==> src/rtl/rs232_rx.sv <==
// rs232_rx: 16x-oversampling asynchronous serial receiver, 8N1 (8E1 with RS232_RX_PARITY_EN),
// with a valid/ready byte output and frame-error / overrun pulses.
module rs232_rx #(
  parameter int DIV = 4
) (
  input  logic       clk,
  input  logic       rst,
  input  logic       rxd,
  output logic [7:0] rx_data,
  output logic       rx_valid,
  input  logic       rx_ready,
  output logic       frame_err,
  output logic       overrun,
`ifdef RS232_RX_PARITY_EN
  output logic       parity_err,
`endif
  output logic       busy
);

  typedef enum logic [2:0] {
    IDLE,
    START,
    DATA,
`ifdef RS232_RX_PARITY_EN
    PARITY,
`endif
    STOP,
    WAIT_HIGH
  } state_t;

  state_t     state_q, state_d;
  logic       rxd_meta, rxd_s;
  logic [7:0] presc;
  logic       tick;
  logic [3:0] tick_cnt;
  logic [2:0] bit_idx;
  logic [7:0] shift;

  logic start_det, restart_ticks, sample_bit, stop_ok, fe_d;
  logic mid_tick, last_tick;
`ifdef RS232_RX_PARITY_EN
  logic par_bit, sample_par, pe_d;
`endif

  assign tick      = (presc == 8'(DIV - 1));
  assign mid_tick  = tick && (tick_cnt == 4'd7);
  assign last_tick = tick && (tick_cnt == 4'd15);
  assign busy      = (state_q != IDLE);

  always_comb begin
    // NOTE: every signal assigned here gets a default first so no path infers a latch.
    state_d       = state_q;
    start_det     = 1'b0;
    restart_ticks = 1'b0;
    sample_bit    = 1'b0;
    stop_ok       = 1'b0;
    fe_d          = 1'b0;
`ifdef RS232_RX_PARITY_EN
    sample_par    = 1'b0;
    pe_d          = 1'b0;
`endif
    case (state_q)
      IDLE: if (!rxd_s) begin
        state_d   = START;
        start_det = 1'b1;
      end
      START: if (mid_tick) begin
        if (!rxd_s) begin
          state_d       = DATA;
          restart_ticks = 1'b1;
        end else begin
          state_d = IDLE;
        end
      end
      DATA: if (last_tick) begin
        sample_bit = 1'b1;
`ifdef RS232_RX_PARITY_EN
        if (bit_idx == 3'd7) state_d = PARITY;
`else
        if (bit_idx == 3'd7) state_d = STOP;
`endif
      end
`ifdef RS232_RX_PARITY_EN
      PARITY: if (last_tick) begin
        sample_par = 1'b1;
        state_d    = STOP;
      end
`endif
      STOP: if (last_tick) begin
        if (!rxd_s) begin
          fe_d    = 1'b1;
          state_d = WAIT_HIGH;
        end else begin
          state_d = IDLE;
`ifdef RS232_RX_PARITY_EN
          // Framing is checked first, so a bad stop bit masks a bad parity bit.
          if (par_bit != ^shift) pe_d = 1'b1;
          else                   stop_ok = 1'b1;
`else
          stop_ok = 1'b1;
`endif
        end
      end
      WAIT_HIGH: if (rxd_s) state_d = IDLE;
      default: state_d = IDLE;
    endcase
  end

  always_ff @(posedge clk) begin
    // NOTE: sequential state uses non-blocking assignments so all flops update together.
    if (rst) begin
      state_q   <= IDLE;
      rxd_meta  <= 1'b1;
      rxd_s     <= 1'b1;
      presc     <= '0;
      tick_cnt  <= '0;
      bit_idx   <= '0;
      rx_data   <= '0;
      rx_valid  <= 1'b0;
      frame_err <= 1'b0;
      overrun   <= 1'b0;
`ifdef RS232_RX_PARITY_EN
      par_bit    <= 1'b0;
      parity_err <= 1'b0;
`endif
    end else begin
      state_q  <= state_d;
      rxd_meta <= rxd;
      rxd_s    <= rxd_meta;

      if (start_det || tick) presc <= '0;
      else                   presc <= presc + 8'd1;

      if (start_det || restart_ticks) tick_cnt <= '0;
      else if (tick)                  tick_cnt <= tick_cnt + 4'd1;

      if (restart_ticks)   bit_idx <= '0;
      else if (sample_bit) bit_idx <= bit_idx + 3'd1;

      // A completed byte is only accepted if the holding register is free or being drained now.
      if (stop_ok && (!rx_valid || rx_ready)) begin
        rx_data  <= shift;
        rx_valid <= 1'b1;
      end else if (rx_valid && rx_ready) begin
        rx_valid <= 1'b0;
      end
      overrun   <= stop_ok && rx_valid && !rx_ready;
      frame_err <= fe_d;
`ifdef RS232_RX_PARITY_EN
      if (sample_par) par_bit <= rxd_s;
      parity_err <= pe_d;
`endif
    end
  end

  // NOTE: the shift register is fully rewritten before every use, so it carries no reset.
  always_ff @(posedge clk) begin
    if (sample_bit) shift[bit_idx] <= rxd_s;
  end

endmodule

==> config.mk <==
export PLATFORM = sky130hd
export DESIGN_NAME = rs232_rx
export DESIGN_NICKNAME = d
export VERILOG_FILES = /design/src/rtl/rs232_rx.sv
export SDC_FILE = /design/constraint.sdc
export NUM_CORES = 1
export LEC_CHECK = 0
export CAP_MARGIN = 40
export CORE_UTILIZATION = 53
export CTS_BUF_LIST = sky130_fd_sc_hd__clkbuf_4 sky130_fd_sc_hd__clkbuf_8
export CTS_CLUSTER_SIZE = 8
export DETAILED_ROUTE_END_ITERATION = 12
export GPL_ROUTABILITY_DRIVEN = 0
export GPL_TIMING_DRIVEN = 0
export PLACE_DENSITY = 0.78
export SYNTH_ARGS = -nofsm -noshare
export SYNTH_HDL_FRONTEND = slang
export SYNTH_SLANG_ARGS = --single-unit
==> constraint.sdc <==
create_clock -name clk -period 1.7 [get_ports clk]
set_input_delay 0.255 -clock clk [delete_from_list [all_inputs] [get_ports clk]]
set_output_delay 0.255 -clock clk [all_outputs]
set_load 0.1 [all_outputs]
==> parameters.txt, run 1 <==
Parameter                              Value

Yosys
  Register bit total from synthesis    39
  Number of distinct library cell variants in the gate-level netlist after synthesis    38
  Average cell area after synthesis    9.81 um2
  Post-synthesis cell count    172
  Post-Synthesis Net Count    180
  Synthesis warning total    0
  Cell Area, Synth    0.00169 mm2
  Most used flip-flop cell after synthesis    sky130_fd_sc_hd__dfxtp_1
  Seq/Total Area, Yosys    0.510
  Share of flip-flops with an asynchronous set or reset    0
  Number of flops mapped to enable cells by yosys    8

Status
  Outcome    finished, violations left
  Violations in the final reports    negative setup slack

Final layout
  Share of post-route cells with drive strength above 1    0.261
  Final non-filler cell area    0.00232 mm2
  Post-layout nets    215
  Sequential Area    approximately 870 um2
  Fill cells    between 150 and 200
  Diode insertion count for antenna repair    0
  Total area of multi-input combinational cells    863 um2
  Synthesis-to-layout area growth    37.8%
  Most frequent cells in the layout    sky130_fd_sc_hd__dfxtp_1 (27), sky130_fd_sc_hd__nand4_1 (13), sky130_fd_sc_hd__a21oi_1 (13), sky130_fd_sc_hd__nand2_1 (12), sky130_fd_sc_hd__nor2_1 (11)
  Commonest non-fill, non-tap cell in the layout    sky130_fd_sc_hd__dfxtp_1

Flow run
  Max-cap violations    0

Floorplanning
  Die Footprint    0.00341 mm2
  Die Width    58.4 um
  Die height    58.4 um
  Number of placed I/O pins    16
  Placeable Area    0.00303 mm2
  Floorplan row count    20
  Starting Density    0.557

Timing
  RSZ-0062 raised after global routing    true
  F_max    569 MHz
  Worst Tran Pin Value    around 0.53 ns
  Share of the clock period used by the worst path    1.03
  Post-route minimum period    1.76 ns
  Worst clock skew on the final layout    0.0183 ns
  Number of slew-limit violations in the final report    0
  Hold Vio Cnt, Final    0
  Final setup vio count    4
  Slew Limit Headroom    0.648
  Setup slack of the critical path after layout    -0.0588 ns
  Smallest hold slack    0.435 ns

GRT
  Via count of the first global-routing pass    1337
  Antenna violations before repair    0
  Global-route wire length before repair    between 6000 and 7000 um
  All-layer global routing usage    0.239
  GR Overflow Total    0
  Maximum number of pins on one net before global-route repair    17

Placed design
  Worst slack at placement    -0.184 ns
  HPWL after DPL    2490 um
  Count of port buffers added during placement    15
  Area after detailed placement    0.00207 mm2

Worst setup path
  Number of cells on the worst reg-to-reg path    6
  Cell count along the critical path    6
  Worst setup SP type    register
  Cells along the critical path    ha_4, and4bb_2, buf_6, and4_4, nand2_4, nor3_4
  Setup slack of the worst register-to-register path    -0.06 ns
  Critical path capture point type    register
  Reg-to-Reg End    shift[1]
  Type of the worst setup path    register to register
  CP max stage delay    about 0.38 ns
  Required time worst endpoint    1.76 ns
  Signal arrival time at the worst endpoint    1.82 ns
  Worst setup startpoint    presc[1]
  CP top delay family    simple AND/OR/NAND/NOR gates
  Crit path max-delay cell type    sky130_fd_sc_hd__dfxtp_2
  Buf+Inv Stages, Crit Path    1
  Startpoint of the worst-slack reg-to-reg timing path    presc[1]
  CP max FO    8

Hold path
  Worst hold path endpoint    rxd_s
  Class of the worst hold path    register to register
  Min-Delay Startpoint    rxd_meta
  Number of instances on the worst hold path    1

Route
  Number of iterations in the first detailed-routing pass    4
  Number of design-rule violations left by the first detailed-router iteration    85
  DR vias    1422
  Routed length per instance    between 15 and 20 um
  DRC violation count after routing    0
  Number of vias per cell after detailed routing    5.67
  Final antenna-violating net count    0
  Final routed wirelength across all metal layers    4150 um

CTS
  Skew-Pair Late Insertion Delay    0.36 ns
  Register clock-pin slew on the reported worst setup and hold paths    between 0.1 and 0.15 ns
  H-tree depth    2
  Number of clock sinks    39
  TritonCTS buffer count    5
  Clock Path Buffers    2
  CTS tree    yes
  CTS Root Cell    sky130_fd_sc_hd__clkbuf_4
  Hold buffers post-CTS    0

Pwr
  Cell leakage power    0.932 nW
  Power per unit of standard cell area    722 mW/mm2
  Worst IR Drop VDD    between 0.4 and 0.5 mV
[cell type report]
type                    count  share of cell area
clock inverters             1              0.0129
inverters                   1             0.00162
plain buffers               9              0.0226
flip-flops and latches     39               0.374
well taps                  44              0.0237
clock buffers               6              0.0194
multi-input cells         122               0.372
repair buffers             29               0.174
[flip-flops by register name, indices dropped and copies added, names as in the netlist]
name       flops
shift          8
presc          8
bit_idx        3
state_q        3
rx_data        8
rxd_s          1
tick_cnt       4
rxd_meta       1
rx_valid       1
overrun        1
frame_err      1
[how the worst max path moves through the flow]
stage,to,slack [ns]
finish,shift[1],-0.06
global route,shift[1],-0.12
CTS,rx_data[1],0.002
detailed placement,shift[0],-0.18
global placement,busy,-0.39
floorplan,shift[0],0.004
[power by group]
part / switching, mW / internal [mW] / total [mW]
combinational: 0.0506 / 0.0348 / 0.0853
sequential: 0.0160 / 0.955 / 0.971
clock: 0.301 / 0.319 / 0.620
[cell usage after synthesis, types with 3 or more instances]
cell type	n	area (um2)
sky130_fd_sc_hd__xnor2_1	3	26.3
sky130_fd_sc_hd__nor2_1	15	56.3
sky130_fd_sc_hd__nand3_1	5	25.0
sky130_fd_sc_hd__clkbuf_1	4	15.0
sky130_fd_sc_hd__nand4_1	13	81.3
sky130_fd_sc_hd__edfxtp_1	8	240
sky130_fd_sc_hd__ha_1	4	50.1
sky130_fd_sc_hd__a21oi_1	13	65.1
sky130_fd_sc_hd__and2_1	3	18.8
sky130_fd_sc_hd__nand2b_1	5	31.3
sky130_fd_sc_hd__dfxtp_1	31	621
sky130_fd_sc_hd__o21ai_0	8	40.0
sky130_fd_sc_hd__xor2_1	7	61.3
sky130_fd_sc_hd__nor3_1	8	40.0
sky130_fd_sc_hd__and3_1	3	18.8
sky130_fd_sc_hd__nand2_1	13	48.8
[cells by family (layout without fill, tap and decap cells)]
group	count (synthesis)	in the layout	share of synthesized area
flip-flops	39	39	0.510
XOR/XNOR	10	10	0.0519
buffers and inverters	11	46	0.0356
adder cells (fa/ha/maj)	4	4	0.0297
AND/OR/NAND/NOR	83	83	0.292
AO/OA/AOI/OAI	25	25	0.0809
[through the flow]
stage | setup TNS (ns) | utilization | std cells | power, mW
detailed placement | -1.79 | 0.685 | 243 | 1.07
finish | -0.109 | 0.767 | 251 | 1.68
global placement | -1.15 | 0.625 | 231 | 1.06
CTS | 0 | 0.728 | 249 | 1.66
global route | -0.604 | 0.767 | 251 | 1.72
floorplan | 0 | - | 172 | 1.04
[worst reg2reg max path, delay by kind of cell, from the launching register on]
| kind | cells | cell delay, ns |
|---|---|---|
| buffers and inverters | 1 | 0.13 |
| and+or+nand+nor | 4 | 0.80 |
| adders and majority gates | 1 | 0.16 |
| DFF | 1 | 0.38 |
[layer usage]
metal	wire (um)	vias to the layer above	GRT usage
li1	-	686	-
met1	1710	700	0.292
met2	2220	26	0.394
met3	135	10	0.0571
met4	88	0	0.126
met5	0	-	0
[timing repair]
| item | CTS | global route |
|---|---|---|
| resized for setup | 14 | 32 |
| setup endpoints to repair | 22 | 23 |
| setup buffers | 1 | 3 |
| pin swaps | 0 | 8 |
Note: power is estimated with default switching activity, not from simulation.
==> run 2: changes to the inputs <==
SKIP_LAST_GASP = 1   (was default)
==> parameters.txt, run 2 (synthesis results as in run 1) <==
Parameter                              Value

Status
  Outcome    finished, violations left
  Violations in the final reports    negative setup slack

Placed design
  Area after detailed placement    0.00207 mm2 (unchanged)
  Worst slack at placement    -0.184 ns (unchanged)
  Count of port buffers added during placement    15 (unchanged)
  Placed cell count    243 (unchanged)
  HPWL after DPL    2490 um (unchanged)

Hold path
  Number of instances on the worst hold path    1 (unchanged)
  Class of the worst hold path    register to register
  Worst hold path endpoint    rxd_s
  Min-Delay Startpoint    rxd_meta

GRT
  Peak-usage layer in the global routing report    met2
  Global routing met1 resource utilization    0.278 (-0.0141)
  Global-route wire length before repair    6000 um (-1.1%)
  Antenna violations before repair    0 (unchanged)
  Via count of the first global-routing pass    1343 (+0.45%)
  M2 GR Usage    0.401 (+0.00657)
  All-layer global routing usage    0.238 (-0.00188)
  GR Overflow Total    0 (unchanged)
  Maximum number of pins on one net before global-route repair    17 (unchanged)
  Global routing met3 resource utilization    0.0593 (+0.00220)

Timing
  Setup slack of the critical path after layout    -0.0381 ns (+0.0207 ns)
  Worst Tran Pin Value    0.524 ns (-0.00442 ns)
  Slew Limit Headroom    0.650 (+0.00295)
  Post-route minimum period    1.74 ns (-0.0207 ns)
  F_max    575 MHz (+1.2%)
  Number of slew-limit violations in the final report    0 (unchanged)
  Final setup vio count    7 (+3)
  Worst clock skew on the final layout    0.0156 ns (-0.00266 ns)
  RSZ-0062 raised after global routing    true
  Hold Vio Cnt, Final    0 (unchanged)
  Setup tns final    -0.119 ns (-0.0105 ns)
  Share of the clock period used by the worst path    1.02 (-0.0122)
  Smallest hold slack    0.425 ns (-0.00957 ns)

Worst setup path
  Number of cells on the worst reg-to-reg path    6 (unchanged)
  CP max stage delay    0.39 ns (about the same)
  Crit path max-delay cell type    sky130_fd_sc_hd__dfxtp_4
  Critical path capture point type    register
  Required time worst endpoint    1.78 ns (+0.02 ns)
  Worst setup SP type    register
  Startpoint of the worst-slack reg-to-reg timing path    presc[0]
  CP max FO    8 (unchanged)
  Setup slack of the worst register-to-register path    -0.04 ns (+0.02 ns)
  Cells along the critical path    ha_4, and4bb_2, buf_6, and4_4, nand2b_4, nor2_2
  Type of the worst setup path    register to register
  Reg-to-Reg End    shift[6]
  CP top delay family    simple AND/OR/NAND/NOR gates
  Signal arrival time at the worst endpoint    1.81 ns (about the same)
  Buf+Inv Stages, Crit Path    1 (unchanged)

CTS
  CTS Root Cell    sky130_fd_sc_hd__clkbuf_4
  TritonCTS buffer count    5 (unchanged)
  Register clock-pin slew on the reported worst setup and hold paths    0.11 ns (about the same)
  Clock Path Buffers    2 (unchanged)
  Skew-Pair Late Insertion Delay    0.37 ns (about the same)
  Number of clock sinks    39 (unchanged)
  H-tree depth    2 (unchanged)
  CTS tree    yes
  Hold buffers post-CTS    0 (unchanged)

Floorplanning
  Die height    58.4 um (unchanged)
  Die Footprint    0.00341 mm2 (unchanged)
  Number of placed I/O pins    16 (unchanged)
  Die Width    58.4 um (unchanged)
  Floorplan row count    20 (unchanged)
  Starting Density    0.557 (unchanged)
  Placeable Area    0.00303 mm2 (unchanged)

Route
  DRC violation count after routing    0 (unchanged)
  Final antenna-violating net count    0 (unchanged)
  DR vias    1440 (+1.3%)
  Routed length per instance    15.9 um (-4.1%)
  Number of vias per cell after detailed routing    5.74 (+1.3%)
  Final routed wirelength across all metal layers    3980 um (-4.1%)
  Number of iterations in the first detailed-routing pass    4 (unchanged)
  Number of design-rule violations left by the first detailed-router iteration    65 (-24%)

Final layout
  Share of post-route cells with drive strength above 1    0.261 (unchanged)
  Diode insertion count for antenna repair    0 (unchanged)
  Final core utilization    0.760 (-0.00702)
  Synthesis-to-layout area growth    36.5%
  Most frequent cells in the layout    sky130_fd_sc_hd__dfxtp_1 (27), sky130_fd_sc_hd__nand4_1 (13), sky130_fd_sc_hd__a21oi_1 (13), sky130_fd_sc_hd__nand2_1 (12), sky130_fd_sc_hd__nor2_1 (11)
  Non-Filler Instances    251 (unchanged)
  Commonest non-fill, non-tap cell in the layout    sky130_fd_sc_hd__dfxtp_1
  Post-layout nets    215 (unchanged)
  Largest regs    presc x8, rx_data x8, shift x8
  Final non-filler cell area    0.00230 mm2 (-0.92%)

Pwr
  Power per unit of standard cell area    732 mW/mm2 (+1.4%)
  Cell leakage power    0.937 nW (+0.57%)
  Worst IR Drop VDD    0.455 mV (about the same)
  Final Total Pwr    1.68 mW (+0.47%)

Flow run
  Max-cap violations    0 (unchanged)
run 2: cell counts in the layout (fill, tap and decap cells not counted):
Identical to the previous run, type by type.
run 2: worst max path at each step:
stage / startpoint / to / slack, ns / depth (start not counted)
global placement: state_q[2] / busy / -0.39 / 3
detailed placement: presc[0] / shift[0] / -0.18 / 6
global route: presc[0] / shift[6] / -0.08 / 6
finish: presc[0] / shift[6] / -0.04 / 6
CTS: state_q[0] / presc[5] / -0.02 / 5
floorplan: presc[0] / shift[0] / 0.004 / 6
run 2: cell type report:
type | count | area (um2)
repair buffers | 29 | 405
clock buffers | 6 | 45.0
clock inverters | 1 | 30.0
inverters | 1 | 3.75
multi-input cells | 122 | 842
fillers | 163 | 726
flip-flops and latches | 39 | 868
plain buffers | 9 | 52.6
well taps | 44 | 55.1
run 2: where the power goes:
part | switching (mW) | internal [mW]
combinational | 0.0500 | 0.0350
sequential | 0.0159 | 0.955
clock | 0.310 | 0.319
run 2: metal layers:
layer | part of all wire | up-vias
met5 | 0 | -
li1 | - | 691
met3 | 0.042 | 10
met4 | 0.023 | 0
met2 | 0.53 | 36
met1 | 0.41 | 703
run 2: what timing repair did:
action | 4_1_cts | 5_1_grt
setup buffers | 1 | 3
endpoints found under the setup margin | 22 | 32
resized for setup | 13 | 28
pin swaps | 0 | 3
==> run 3: changes to the inputs <==
CORE_MARGIN = 2   (was default)
PLACE_DENSITY = default   (was 0.78)
PLACE_DENSITY_LB_ADDON = 0.25   (was default)
==> parameters.txt, run 3 (synthesis results as in run 1) <==
Parameter                              Value

Timing
  Setup slack of the critical path after layout    -0.0164 ns (+0.0216 ns)
  Smallest hold slack    0.426 ns (+0.000289 ns)
  Slew Limit Headroom    0.645 (-0.00561)
  Number of slew-limit violations in the final report    0 (unchanged)
  Worst Tran Pin Value    0.532 ns (+0.00840 ns)
  Worst clock skew on the final layout    0.00852 ns (-0.00712 ns)
  RSZ-0062 raised after global routing    true
  Final setup vio count    2 (-5)
  Post-route minimum period    1.72 ns (-0.0216 ns)
  F_max    583 MHz (+1.3%)
  Hold Vio Cnt, Final    0 (unchanged)
  Share of the clock period used by the worst path    1.01 (-0.0127)

Floorplanning
  Die height    60.4 um (+3.4%)
  Starting Density    0.557 (unchanged)
  Die Footprint    0.00365 mm2 (+7.0%)
  Placeable Area    0.00303 mm2 (unchanged)
  Die Width    60.4 um (+3.4%)
  Number of placed I/O pins    16 (unchanged)
  Floorplan row count    20 (unchanged)

GRT
  All-layer global routing usage    0.219 (-0.0188)
  Global-route wire length before repair    5850 um (-2.5%)
  GR Overflow Total    0 (unchanged)
  Via count of the first global-routing pass    1350 (+0.52%)
  Antenna violations before repair    0 (unchanged)
  Maximum number of pins on one net before global-route repair    17 (unchanged)

Route
  Final routed wirelength across all metal layers    3980 um (about the same)
  DR vias    1435 (-0.35%)
  DRC violation count after routing    0 (unchanged)
  Final antenna-violating net count    0 (unchanged)
  Number of design-rule violations left by the first detailed-router iteration    107 (+65%)
  Number of iterations in the first detailed-routing pass    4 (unchanged)
  Number of vias per cell after detailed routing    5.65 (-1.5%)
  Routed length per instance    15.7 um (-1.1%)

CTS
  Number of clock sinks    39 (unchanged)
  H-tree depth    2 (unchanged)
  Skew-Pair Late Insertion Delay    0.34 ns (-0.03 ns)
  CTS Root Cell    sky130_fd_sc_hd__clkbuf_4
  Register clock-pin slew on the reported worst setup and hold paths    0.11 ns (about the same)
  CTS tree    yes
  Clock Path Buffers    2 (unchanged)
  TritonCTS buffer count    5 (unchanged)
  Hold buffers post-CTS    0 (unchanged)

Final layout
  Final core utilization    0.765 (+0.00496)
  Final non-filler cell area    0.00232 mm2 (+0.65%)
  Commonest non-fill, non-tap cell in the layout    sky130_fd_sc_hd__dfxtp_1
  Synthesis-to-layout area growth    37.4%
  Fill cells    181 (+11%)
  Most frequent cells in the layout    sky130_fd_sc_hd__dfxtp_1 (26), sky130_fd_sc_hd__nor2_1 (15), sky130_fd_sc_hd__nand4_1 (13), sky130_fd_sc_hd__nand2_1 (12), sky130_fd_sc_hd__a21oi_1 (12)
  Largest regs    presc x8, rx_data x8, shift x8
  Diode insertion count for antenna repair    0 (unchanged)
  Post-layout nets    217 (+0.93%)
  Share of post-route cells with drive strength above 1    0.248 (-0.0133)

Flow run
  Max-cap violations    0 (unchanged)

Worst setup path
  Capturing instance or port of the critical path    frame_err
  Critical path capture point type    primary output
  Startpoint of the worst-slack reg-to-reg timing path    presc[1]
  Worst setup SP type    register
  Reg-to-Reg End    rx_data[3]
  Number of cells on the worst reg-to-reg path    7 (+1)
  Setup slack of the worst register-to-register path    0 ns (+0.04 ns)
  Signal arrival time at the worst endpoint    1.46 ns (-0.35 ns)
  Type of the worst setup path    register to primary output
  CP max FO    1 (-7)
  Worst setup startpoint    frame_err
  Required time worst endpoint    1.44 ns (-0.34 ns)

Placed design
  Area after detailed placement    0.00207 mm2 (unchanged)
  Worst slack at placement    -0.168 ns (+0.0162 ns)
  HPWL after DPL    2590 um (+4.1%)
  Count of port buffers added during placement    15 (unchanged)

Hold path
  Class of the worst hold path    register to register

Pwr
  Worst IR Drop VDD    0.414 mV (-9.0%)
  Power per unit of standard cell area    658 mW/mm2 (-10%)
  Cell leakage power    0.935 nW (-0.27%)

Status
  Violations in the final reports    negative setup slack
  Outcome    finished, violations left
[run 3: timing repair]
| item | in CTS | in global routing |
|---|---|---|
| endpoints found under the setup margin | 24 | 34 |
| resized for setup | 13 | 27 |
| setup buffers | 1 | 4 |
| endpoints found under the hold margin | 0 | 0 |
| pin swaps | 0 | 5 |
| gates cloned | 0 | 0 |
[run 3: routing by layer]
metal | track usage | vias to the layer above | share of wire
li1 | - | 694 | -
met1 | 0.241 | 684 | 0.39
met2 | 0.399 | 44 | 0.54
met3 | 0.0533 | 13 | 0.042
met4 | 0.0963 | 0 | 0.028
met5 | 0 | - | 0
[run 3: how the worst min path moves through the flow]
stage	from	to	slack, ns	cells past startpoint
finish	rxd_meta	rxd_s	0.43	1
floorplan	rxd	rxd_meta	0.36	1
global placement	rxd_meta	rxd_s	0.40	1
detailed placement	rxd_meta	rxd_s	0.40	1
CTS	rxd_meta	rxd_s	0.43	1
global route	rxd_meta	rxd_s	0.45	1
[run 3: final cells by class]
type / count / area, um2 / area share
clock inverter: 2 / 7.51 / 0.00324
inverter: 1 / 3.75 / 0.00162
tap: 44 / 55.1 / 0.0238
clock buffer: 6 / 45.0 / 0.0194
sequential: 39 / 870 / 0.375
buffer: 9 / 58.8 / 0.0254
timing repair buffer: 31 / 417 / 0.180
multi-input combinational: 122 / 861 / 0.371
[run 3: report_power, final]
| group | internal, mW | switching [mW] |
|---|---|---|
| combinational | 0.0418 | 0.0533 |
| sequential | 0.956 | 0.0156 |
| clock | 0.169 | 0.289 |
[run 3: per-stage QoR]
| stage | setup TNS [ns] | power (mW) | instances |
|---|---|---|---|
| 2_1_floorplan | 0 | 1.04 | 172 |
| 3_3_place_gp | -0.939 | 1.06 | 231 |
| 3_5_place_dp | -1.16 | 1.07 | 243 |
| 4_1_cts | 0 | 1.52 | 250 |
| 5_1_grt | -0.293 | 1.58 | 254 |
| 6_report | -0.0209 | 1.52 | 254 |
[run 3: worst max-delay path, cell delays in order (launching register included)]
cell	delay, ns
sky130_fd_sc_hd__dfxtp_1	0.36
sky130_fd_sc_hd__clkdlybuf4s50_1	0.54
sky130_fd_sc_hd__buf_8	0.21
